## src/rtl/raster_scheduler_pkg.sv

```systemverilog
// raster_pkg: shared state encoding, vertex/triangle types and vertex word field layout
package raster_pkg;
  localparam int COORD_WIDTH = 32;
  localparam int X_LSB = 0;
  localparam int Y_LSB = COORD_WIDTH;
  localparam int Z_LSB = 2 * COORD_WIDTH;
  typedef enum logic [2:0] {
    IDLE        = 3'd0,
    CLEAR       = 3'd1,
    WAIT_CLEAR  = 3'd2,
    FETCH       = 3'd3,
    LAUNCH      = 3'd4,
    WAIT_ENGINE = 3'd5,
    DONE        = 3'd6
  } sched_state_t;
  typedef logic [2:0][COORD_WIDTH-1:0] vertex_t;
  typedef logic [2:0][2:0][COORD_WIDTH-1:0] triangle_t;
  function automatic vertex_t unpack_vertex(input logic [3*COORD_WIDTH-1:0] w);
    unpack_vertex[0] = w[X_LSB +: COORD_WIDTH];
    unpack_vertex[1] = w[Y_LSB +: COORD_WIDTH];
    unpack_vertex[2] = w[Z_LSB +: COORD_WIDTH];
  endfunction
endpackage

```

## src/rtl/raster_scheduler_if.sv

```systemverilog
// raster_scheduler_if: vertex memory, clear engine and rasterizer engine handshake bundle
interface raster_scheduler_if import raster_pkg::*; #(parameter int TRI_ADDR_W = 10);
  logic [TRI_ADDR_W+1:0] vmem_addr;
  logic [3*COORD_WIDTH-1:0] vmem_rdata;
  triangle_t tri_verts;
  logic engine_start;
  logic engine_done;
  logic engine_valid;
  logic clear_start;
  logic clear_done;
  modport master (
    output vmem_addr, tri_verts, engine_start, clear_start,
    input  vmem_rdata, engine_done, engine_valid, clear_done
  );
  modport slave (
    input  vmem_addr, tri_verts, engine_start, clear_start,
    output vmem_rdata, engine_done, engine_valid, clear_done
  );
endinterface

```

## src/rtl/raster_scheduler_vertex_fetch.sv

```systemverilog
// vertex_fetch: issues three vertex addresses and captures each word READ_LATENCY cycles later
module vertex_fetch import raster_pkg::*; #(
  parameter int AW = 12,
  parameter int READ_LATENCY = 2
) (
  input  logic clk_in,
  input  logic rst_n_in,
  input  logic start,
  input  logic [AW-1:0] base_addr,
  input  logic [3*COORD_WIDTH-1:0] rdata,
  output logic [AW-1:0] addr,
  output triangle_t tri_o,
  output logic done
);
  localparam int PW = 2 * READ_LATENCY;
  logic [1:0] cnt_q, cnt_d;
  logic act_q, act_d, issue;
  logic [READ_LATENCY-1:0] pv_q, pv_d;
  logic [READ_LATENCY-1:0][1:0] pi_q, pi_d;
  triangle_t tri_q, tri_d;
  // Address sequencer plus a tag pipeline that marks which vertex the returning word belongs to
  always_comb begin
    issue = act_q && cnt_q != 2'd3;
    addr = base_addr + AW'(cnt_q);
    done = pv_q[READ_LATENCY-1] && pi_q[READ_LATENCY-1] == 2'd2;
    act_d = start || (act_q && !done);
    cnt_d = start ? 2'd0 : cnt_q + 2'(issue);
    pv_d = (pv_q << 1) | READ_LATENCY'(issue);
    pi_d = (pi_q << 2) | PW'(cnt_q);
    tri_d = tri_q;
    if (pv_q[READ_LATENCY-1]) tri_d[pi_q[READ_LATENCY-1]] = unpack_vertex(rdata);
  end
  // Sequencer, pipeline and captured triangle registers
  always_ff @(posedge clk_in or negedge rst_n_in) begin
    if (!rst_n_in) begin
      cnt_q <= '0;
      act_q <= 1'b0;
      pv_q <= '0;
      pi_q <= '0;
      tri_q <= '0;
    end else begin
      cnt_q <= cnt_d;
      act_q <= act_d;
      pv_q <= pv_d;
      pi_q <= pi_d;
      tri_q <= tri_d;
    end
  end
  assign tri_o = tri_q;
endmodule

```

## src/rtl/raster_scheduler.sv

```systemverilog
// raster_scheduler: per-frame sequencer of clear, vertex fetch and rasterizer launches with watchdog
module raster_scheduler import raster_pkg::*; #(
  parameter int TRI_ADDR_W = 10,
  parameter int READ_LATENCY = 2,
  parameter bit CLEAR_EN = 1'b1,
  parameter int TIMEOUT = 2**20
) (
  input  logic clk_in,
  input  logic rst_n_in,
  input  logic frame_start,
  input  logic [TRI_ADDR_W-1:0] tri_count,
  raster_scheduler_if.master bus,
  output logic busy,
  output logic frame_done,
  output logic aborted,
  output logic [TRI_ADDR_W-1:0] drawn_count,
  output logic [TRI_ADDR_W-1:0] culled_count,
  output logic [2:0] sched_state
);
  localparam int AW = TRI_ADDR_W + 2;
  localparam int WW = $clog2(TIMEOUT + 1);
  sched_state_t state_q, state_d;
  logic [TRI_ADDR_W-1:0] tri_total_q, tri_total_d, tri_idx_q, tri_idx_d;
  logic [TRI_ADDR_W-1:0] drawn_q, drawn_d, culled_q, culled_d;
  logic [AW-1:0] base_q, base_d, fetch_addr;
  logic [WW-1:0] wd_q, wd_d;
  logic abort_q, abort_d, wd_hit, fetch_start, fetch_done;
  triangle_t fetch_tri;
  // Next-state, frame bookkeeping and watchdog; watchdog restarts whenever a wait state is entered
  always_comb begin
    state_d = state_q;
    tri_total_d = tri_total_q;
    tri_idx_d = tri_idx_q;
    drawn_d = drawn_q;
    culled_d = culled_q;
    base_d = base_q;
    abort_d = abort_q;
    wd_d = (state_q == WAIT_CLEAR || state_q == WAIT_ENGINE) ? wd_q + WW'(1) : '0;
    wd_hit = wd_q == WW'(TIMEOUT - 1);
    case (state_q)
      IDLE: if (frame_start) begin
        tri_total_d = tri_count;
        tri_idx_d = '0;
        base_d = '0;
        drawn_d = '0;
        culled_d = '0;
        abort_d = 1'b0;
        state_d = CLEAR_EN ? CLEAR : tri_count == '0 ? DONE : FETCH;
      end
      CLEAR: state_d = !bus.clear_done ? WAIT_CLEAR : tri_total_q == '0 ? DONE : FETCH;
      WAIT_CLEAR: if (bus.clear_done) state_d = tri_total_q == '0 ? DONE : FETCH;
        else if (wd_hit) begin
          abort_d = 1'b1;
          state_d = DONE;
        end
      FETCH: if (fetch_done) state_d = LAUNCH;
      LAUNCH: state_d = WAIT_ENGINE;
      WAIT_ENGINE: if (bus.engine_done) begin
          drawn_d = drawn_q + TRI_ADDR_W'(bus.engine_valid);
          culled_d = culled_q + TRI_ADDR_W'(!bus.engine_valid);
          tri_idx_d = tri_idx_q + TRI_ADDR_W'(1);
          base_d = base_q + AW'(3);
          state_d = tri_idx_d == tri_total_q ? DONE : FETCH;
        end else if (wd_hit) begin
          abort_d = 1'b1;
          state_d = DONE;
        end
      default: state_d = IDLE;
    endcase
  end
  // Frame state registers
  always_ff @(posedge clk_in or negedge rst_n_in) begin
    if (!rst_n_in) begin
      state_q <= IDLE;
      tri_total_q <= '0;
      tri_idx_q <= '0;
      drawn_q <= '0;
      culled_q <= '0;
      base_q <= '0;
      abort_q <= 1'b0;
      wd_q <= '0;
    end else begin
      state_q <= state_d;
      tri_total_q <= tri_total_d;
      tri_idx_q <= tri_idx_d;
      drawn_q <= drawn_d;
      culled_q <= culled_d;
      base_q <= base_d;
      abort_q <= abort_d;
      wd_q <= wd_d;
    end
  end
  assign fetch_start = state_d == FETCH && state_q != FETCH;
  vertex_fetch #(.AW(AW), .READ_LATENCY(READ_LATENCY)) u_fetch (
    .clk_in(clk_in),
    .rst_n_in(rst_n_in),
    .start(fetch_start),
    .base_addr(base_q),
    .rdata(bus.vmem_rdata),
    .addr(fetch_addr),
    .tri_o(fetch_tri),
    .done(fetch_done)
  );
  assign bus.vmem_addr = fetch_addr;
  assign bus.tri_verts = fetch_tri;
  assign bus.clear_start = state_q == CLEAR;
  assign bus.engine_start = state_q == LAUNCH;
  assign frame_done = state_q == DONE;
  assign busy = state_q != IDLE && state_q != DONE;
  assign aborted = abort_q;
  assign drawn_count = drawn_q;
  assign culled_count = culled_q;
  assign sched_state = state_q;
endmodule

```

## src/flat_wrapper.sv

```systemverilog
// flat-port wrapper written by rule: the top's interface ports become plain ports
module raster_scheduler_flat import raster_pkg::*;
#(
  parameter int TRI_ADDR_W = 10,
  parameter int READ_LATENCY = 2,
  parameter bit CLEAR_EN = 1'b1,
  parameter int TIMEOUT = 2**20
)
  (clk_in, rst_n_in, frame_start, tri_count, busy, frame_done, aborted, drawn_count, culled_count, sched_state, bus_vmem_addr, bus_tri_verts, bus_engine_start, bus_clear_start, bus_vmem_rdata, bus_engine_done, bus_engine_valid, bus_clear_done);
  raster_scheduler_if #(.TRI_ADDR_W(TRI_ADDR_W)) bus_i ();
  input  logic clk_in;
  input  logic rst_n_in;
  input  logic frame_start;
  input  logic [TRI_ADDR_W-1:0] tri_count;
  output logic busy;
  output logic frame_done;
  output logic aborted;
  output logic [TRI_ADDR_W-1:0] drawn_count;
  output logic [TRI_ADDR_W-1:0] culled_count;
  output logic [2:0] sched_state;
  output wire logic [$bits(bus_i.vmem_addr)-1:0] bus_vmem_addr;
  output wire logic [$bits(bus_i.tri_verts)-1:0] bus_tri_verts;
  output wire logic [$bits(bus_i.engine_start)-1:0] bus_engine_start;
  output wire logic [$bits(bus_i.clear_start)-1:0] bus_clear_start;
  input wire logic [$bits(bus_i.vmem_rdata)-1:0] bus_vmem_rdata;
  input wire logic [$bits(bus_i.engine_done)-1:0] bus_engine_done;
  input wire logic [$bits(bus_i.engine_valid)-1:0] bus_engine_valid;
  input wire logic [$bits(bus_i.clear_done)-1:0] bus_clear_done;
  assign bus_vmem_addr = bus_i.vmem_addr;
  assign bus_tri_verts = bus_i.tri_verts;
  assign bus_engine_start = bus_i.engine_start;
  assign bus_clear_start = bus_i.clear_start;
  assign bus_i.vmem_rdata = bus_vmem_rdata;
  assign bus_i.engine_done = bus_engine_done;
  assign bus_i.engine_valid = bus_engine_valid;
  assign bus_i.clear_done = bus_clear_done;
  raster_scheduler #(.TRI_ADDR_W(TRI_ADDR_W), .READ_LATENCY(READ_LATENCY), .CLEAR_EN(CLEAR_EN), .TIMEOUT(TIMEOUT)) u_core (.clk_in(clk_in), .rst_n_in(rst_n_in), .frame_start(frame_start), .tri_count(tri_count), .bus(bus_i), .busy(busy), .frame_done(frame_done), .aborted(aborted), .drawn_count(drawn_count), .culled_count(culled_count), .sched_state(sched_state));
endmodule
```

## config.mk

```make
export PLATFORM = sky130hd
export DESIGN_NAME = raster_scheduler_flat
export DESIGN_NICKNAME = d
export VERILOG_FILES = /design/src/rtl/raster_scheduler_pkg.sv /design/src/rtl/raster_scheduler_if.sv /design/src/rtl/raster_scheduler_vertex_fetch.sv /design/src/rtl/raster_scheduler.sv /design/src/flat_wrapper.sv
export SDC_FILE = /design/constraint.sdc
export NUM_CORES = 1
export LEC_CHECK = 0
export BUFFER_PORTS_ARGS = -buffer_cell sky130_fd_sc_hd__buf_4
export CAP_MARGIN = 20
export CORE_MARGIN = 2
export CORE_UTILIZATION = 52
export CTS_BUF_LIST = sky130_fd_sc_hd__clkbuf_4
export CTS_CLUSTER_DIAMETER = 120
export DETAILED_ROUTE_END_ITERATION = 7
export PLACE_DENSITY = 0.8
export SYNTH_ARGS = -nofsm -noshare
export SYNTH_HDL_FRONTEND = slang
export SYNTH_SLANG_ARGS = --single-unit
```

## constraint.sdc

```tcl
create_clock -name clk_in -period 2.4 [get_ports clk_in]
set_clock_uncertainty 0.1 [all_clocks]
set_input_delay 0.48 -clock clk_in [delete_from_list [all_inputs] [get_ports clk_in]]
set_output_delay 0.48 -clock clk_in [all_outputs]
set_load 0.1 [all_outputs]
```

# Word level (Yosys, flattened, before mapping)
# Cells that the tools add are included.
# totals
register_bits	374
latchBits	0
ram_bits	0
romBits	0
inputBits	112
n_memories	0
# classes
add_sub_neg	7
mul	0
div_mod_pow	0
magnitude_cmp	2
eq_ne	17
shift	0
mux	29
bitwise	2
n_reduce_logical	18
# ops
operator	count
$bwmux 288	1
$demux 96 s2	1
$mux 96	1
$pmux 10 s2	3
$mux 10	4
$mux 12	2
$mux 3	8
$pmux 12 s2	1
$add 21x1->21 const B	1
$eq 21x20->1 const B	1
$mux 21	1
$add 10x1->10	2
$pmux 3 s6	1
$add 12x2->12	1
$add 12x2->12 const B	1
$add 10x1->10 const B	1
$eq 10x10->1	1
$logic_not 10->1	1
$ne 2x2->1 const B	5
$eq 3x2->1 const B	3
$eq 3x3->1 const B	3
$logic_and 1x1->1	6
$reduce_bool 3->1	2
$mux 1	4
other kinds (18)	20

# Logic depth before layout (Yosys ltp)
# logic_depth
depth_word	8
depth_mapped	7

# Cells and area by module
# Synthesis repeated with hierarchy kept, for this count alone.
# unflattened
cells_unflattened	1126
hier_area_um2	15391.0
# by_module_without_submodules
mod	instances	cells_per_inst	area_per_inst_um2	seq_area_each_um2
vertex_fetch	1	659	11200.7	7432.1
raster_scheduler	1	467	4190.3	1926.8

# Worst setup path after synthesis
# OpenSTA, ideal clock, no wires.
# synth_timing
path_type	register to register
startpoint	register u_core.state_q[2], in the netlist u_core.sched_state[2]
endpoint	register u_core.state_q[2], in the netlist u_core.sched_state[2]
setup_ps	110
arrival_time_ps	4022
t_required_ps	2190
setup_slack_ps	-1833
stages_incl_launch_ff	7
period_less_slack_ps	4233
cell_sequence	dfrtp_1 > buf_6 > nor3b_1 > o21ba_2 > o31ai_1 > o21ba_2 > o41ai_1
# synth_rtl
item	line_no	text
from (decl)	raster_scheduler.sv:22	sched_state_t state_q, state_d;
from (signal assigned)	raster_scheduler.sv:83	state_q <= state_d;
$eq 3x3->1	n/a	
via bus_engine_start	flat_wrapper.sv:23	output wire logic [$bits(bus_i.engine_start)-1:0] bus_engine_start;
$pmux 3 s6	raster_scheduler.sv:40	case (state_q)
via u_core.state_d[2]	raster_scheduler.sv:22	
# The timed path passes the listed nets, and every way through them passes these cells.
# A chain may end at the register's enable or synchronous reset.

# Final worst setup path
# layout_timing
startpoint	register u_core.u_fetch.cnt_q[0]
endpoint	output port bus_vmem_addr[4]
# layout_via
elab_chain_len	1
# layout_lines
item	line_no	text
from (decl)	raster_scheduler_vertex_fetch.sv:16	logic [1:0] cnt_q, cnt_d;
from (signal assigned)	raster_scheduler_vertex_fetch.sv:42	cnt_q <= cnt_d;
$add 12x2->12	raster_scheduler_vertex_fetch.sv:24	addr = base_addr + AW'(cnt_q);
to (decl)	flat_wrapper.sv:21	output wire logic [$bits(bus_i.vmem_addr)-1:0] bus_vmem_addr;
# Every way passes these cells.

==> flow_summary.ini <==
[final_layout]
most-common-layout-cells = 467 x sky130_fd_sc_hd__buf_4, 367 x sky130_fd_sc_hd__dfrtp_1, 358 x sky130_fd_sc_hd__nand2_1
post-route-cell-area_um2 = 22100
layout.cells.most_common = sky130_fd_sc_hd__buf_4
layout-drive-gt1-share_pct = 43.3
nets = 2076
fillers = 1722
final_standard_cell_utilization_of_the_core_pct = 76.7
relative_area_change_from_synthesis_to_final_layout_pct = 44.5

[yosys]
synthDistinctLibCells = 53
proportion_of_register_bits_with_asynchronous_set_or_reset_after_synthesis_pct = 100
synth.yosys.seq_area_share_pct = 61.1
syn_area_um2 = 15300
yosys_register_bits = 374
syn_nets = 1444
synthesis.yosys.warnings = 0
syn-mean-instance-area_um2 = 11.6
synth_edf_count = 0
netlist_instances = 1321
ys.flop_type = sky130_fd_sc_hd__dfrtp_1

[floorplanning]
io_pins = 440
start_util_pct = 53.1
die_h_um = 176
die_w_um = 176
area_enclosed_by_the_die_boundary_um2 = 30800
rows = 62
core_region_area_um2 = 28900

[worst_setup_path]
worst-setup-path-type = reg2out
cp_max_fo = 4
crit_path_start_kind = flop
critPathCaptureType = primary output
cp.arrival_ns = 2.42
worst_ep_required_time_ns = 1.82

[detailed_routing]
routed_wirelength_mm = 49.6
first_pass_iters = 5
route.vias.total = 13085
avgViaCountPerCell = 5.44
first_iter_violations = 966
detail_route.wl_per_cell_um = 20.6
post-route-drc-count = 0
post_detailed_route_count_of_antenna_violating_nets = 0

[grt]
grt_antenna_before_repair = 4
grt_remaining_overflow = 0
first_global_vias = 13755
grt_first_pass_wirelength_mm = 76.5
grt_use_total_pct = 32.0
grt_start_max_net_pins = 97

[cts]
cts-buffers-inserted = 93
cts_tree = yes
clk_latency_ns = 0.72
cts-htree-levels = 3
cts.path.max_buffers = 3
cts.root.buffer_cell = sky130_fd_sc_hd__clkbuf_4
clk_transition_reported_paths_ns = 0.07
clock_sinks = 374

[timing]
total_count_of_hold_check_failures_in_the_final_report = 0
slew-limit-headroom_pct = 52.3
tightestPinTransition_ns = 0.714
fin_tns_setup_ns = -5.12
maxClockFrequency_mhz = 333
grt_setup_unrepaired = yes
whs_ns = 0.114
setup_violations = 11
period_minus_slack_ns = 3.00
worst_slack_ns = -0.599
slew_violations = 0
period_share_pct = 125

[place]
place.gp.congestion = 0.870
placed_area_um2 = 19500
placement.io_buffers = 439
dp_hpwl_mm = 30.6

[worst_hold_path]
type_of_the_tightest_min_delay_check = in2reg

[run_status]
run_status = finished with violations
violations_in_the_final_reports = setup timing

[job]
count_of_maximum_capacitance_violations = 0
state kept, by name, summed over array words and instances (netlist names):
signal,flops
u_core.u_fetch.cnt_q,2
u_core.drawn_count,10
u_core.tri_total_q,10
u_core.aborted,1
u_core.u_fetch.pv_q,2
u_core.wd_q,21
u_core.base_q,12
u_core.u_fetch.act_q,1
u_core.u_fetch.pi_q,4
u_core.u_fetch.tri_o,288
u_core.sched_state,3
u_core.tri_idx_q,10
u_core.culled_count,10
final timing paths:
kind,start,depth (start not counted),endpoint,slack (ns)
max in group asynchronous,rst_n_in,3,u_core.sched_state[0],1.20
setup reg to reg,u_core.tri_idx_q[1],6,u_core.u_fetch.act_q,0.10
hold reg to reg,u_core.u_fetch.pv_q[0],0,u_core.u_fetch.pv_q[1],0.25
min in group asynchronous,rst_n_in,2,u_core.u_fetch.tri_o[95],0.21
hold / removal,bus_clear_done,3,u_core.aborted,0.11
setup / recovery,u_core.u_fetch.cnt_q[0],7,bus_vmem_addr[4],-0.60
cells in the mapped netlist (3+ instances only):
library cell / instances / area share [%]
sky130_fd_sc_hd__and4_1: 4 / 0.23
sky130_fd_sc_hd__and3_1: 10 / 0.41
sky130_fd_sc_hd__a21oi_1: 15 / 0.49
sky130_fd_sc_hd__mux2_2: 192 / 14
sky130_fd_sc_hd__o41ai_1: 9 / 0.51
sky130_fd_sc_hd__nor3_1: 6 / 0.20
sky130_fd_sc_hd__o31a_1: 3 / 0.17
sky130_fd_sc_hd__nor4_1: 6 / 0.25
sky130_fd_sc_hd__xnor2_1: 29 / 1.7
sky130_fd_sc_hd__nand2_1: 359 / 8.8
sky130_fd_sc_hd__nand4_1: 13 / 0.53
sky130_fd_sc_hd__nand3_1: 28 / 0.92
sky130_fd_sc_hd__buf_1: 11 / 0.27
sky130_fd_sc_hd__nand2b_1: 5 / 0.20
sky130_fd_sc_hd__nor2b_1: 5 / 0.20
sky130_fd_sc_hd__nand3b_1: 5 / 0.25
sky130_fd_sc_hd__nor3b_1: 4 / 0.20
sky130_fd_sc_hd__xor2_1: 32 / 1.8
sky130_fd_sc_hd__o31ai_1: 3 / 0.15
sky130_fd_sc_hd__or3_1: 13 / 0.53
sky130_fd_sc_hd__ha_1: 10 / 0.82
sky130_fd_sc_hd__dfrtp_1: 374 / 61
sky130_fd_sc_hd__nor2_1: 60 / 1.5
sky130_fd_sc_hd__o21ai_0: 21 / 0.69
sky130_fd_sc_hd__buf_2: 17 / 0.56
sky130_fd_sc_hd__clkbuf_1: 38 / 0.93
sky130_fd_sc_hd__inv_1: 14 / 0.34
stage by stage:
stage | worst slack [ns] | instances
4_1_cts | -0.671 | 2390
3_5_place_dp | -0.0482 | 2115
3_3_place_gp | -0.0203 | 2115
2_1_floorplan | -0.196 | 1321
5_1_grt | -0.727 | 2405
6_report | -0.599 | 2406
metal layers:
metal | GRT usage [%] | wire length [um] | vias up
met5 | 0 | 0 | -
met4 | 19.7 | 3140 | 0
met3 | 8.94 | 3880 | 226
met2 | 55.2 | 25400 | 634
met1 | 35.0 | 17200 | 6484
li1 | - | - | 5741
worst max-delay path, cell delays in order, from the launching register on:
cell and delay, ns:
sky130_fd_sc_hd__dfrtp_1 0.37, sky130_fd_sc_hd__ha_2 0.19, sky130_fd_sc_hd__inv_2 0.04, sky130_fd_sc_hd__fa_2 0.36, sky130_fd_sc_hd__or2_4 0.29, sky130_fd_sc_hd__buf_4 0.17, sky130_fd_sc_hd__xnor2_4 0.15, sky130_fd_sc_hd__buf_12 0.19
area by class of cell:
cell class | instances | area [um^2] | share of cell area, %
Inverter | 14 | 52.6 | 0.237
Multi-Input combinational cell | 864 | 5950 | 26.9
Tap cell | 384 | 480 | 2.17
Sequential cell | 374 | 9370 | 42.4
Clock inverter | 33 | 164 | 0.741
Clock buffer | 126 | 946 | 4.27
Timing Repair Buffer | 606 | 5150 | 23.3
Antenna cell | 5 | 12.5 | 0.0565
timing repair:
item | 4_1_cts | 5_1_grt
setup buffers | 9 | 12
resized for setup | 55 | 9
pin swaps | 10 | 9
hold buffers | 108 | 0
hold endpoints to repair | 403 | 0
setup endpoints to repair | 15 | 18
kinds of logic (layout without fill, tap and decap cells):
group / after synthesis / count (layout) / synth area share (%)
simple gates: 531 / 531 / 14.9
compound gates: 69 / 69 / 3.15
other cells: 0 / 5 / 0
mux: 192 / 192 / 14.1
buf+inv: 83 / 779 / 2.27
flops: 374 / 374 / 61.1
xor+xnor: 61 / 61 / 3.49
fa+ha+maj: 11 / 11 / 0.948
Power is not shown: default switching activity piles up to over one toggle a cycle in this logic, so the estimate is an artifact.
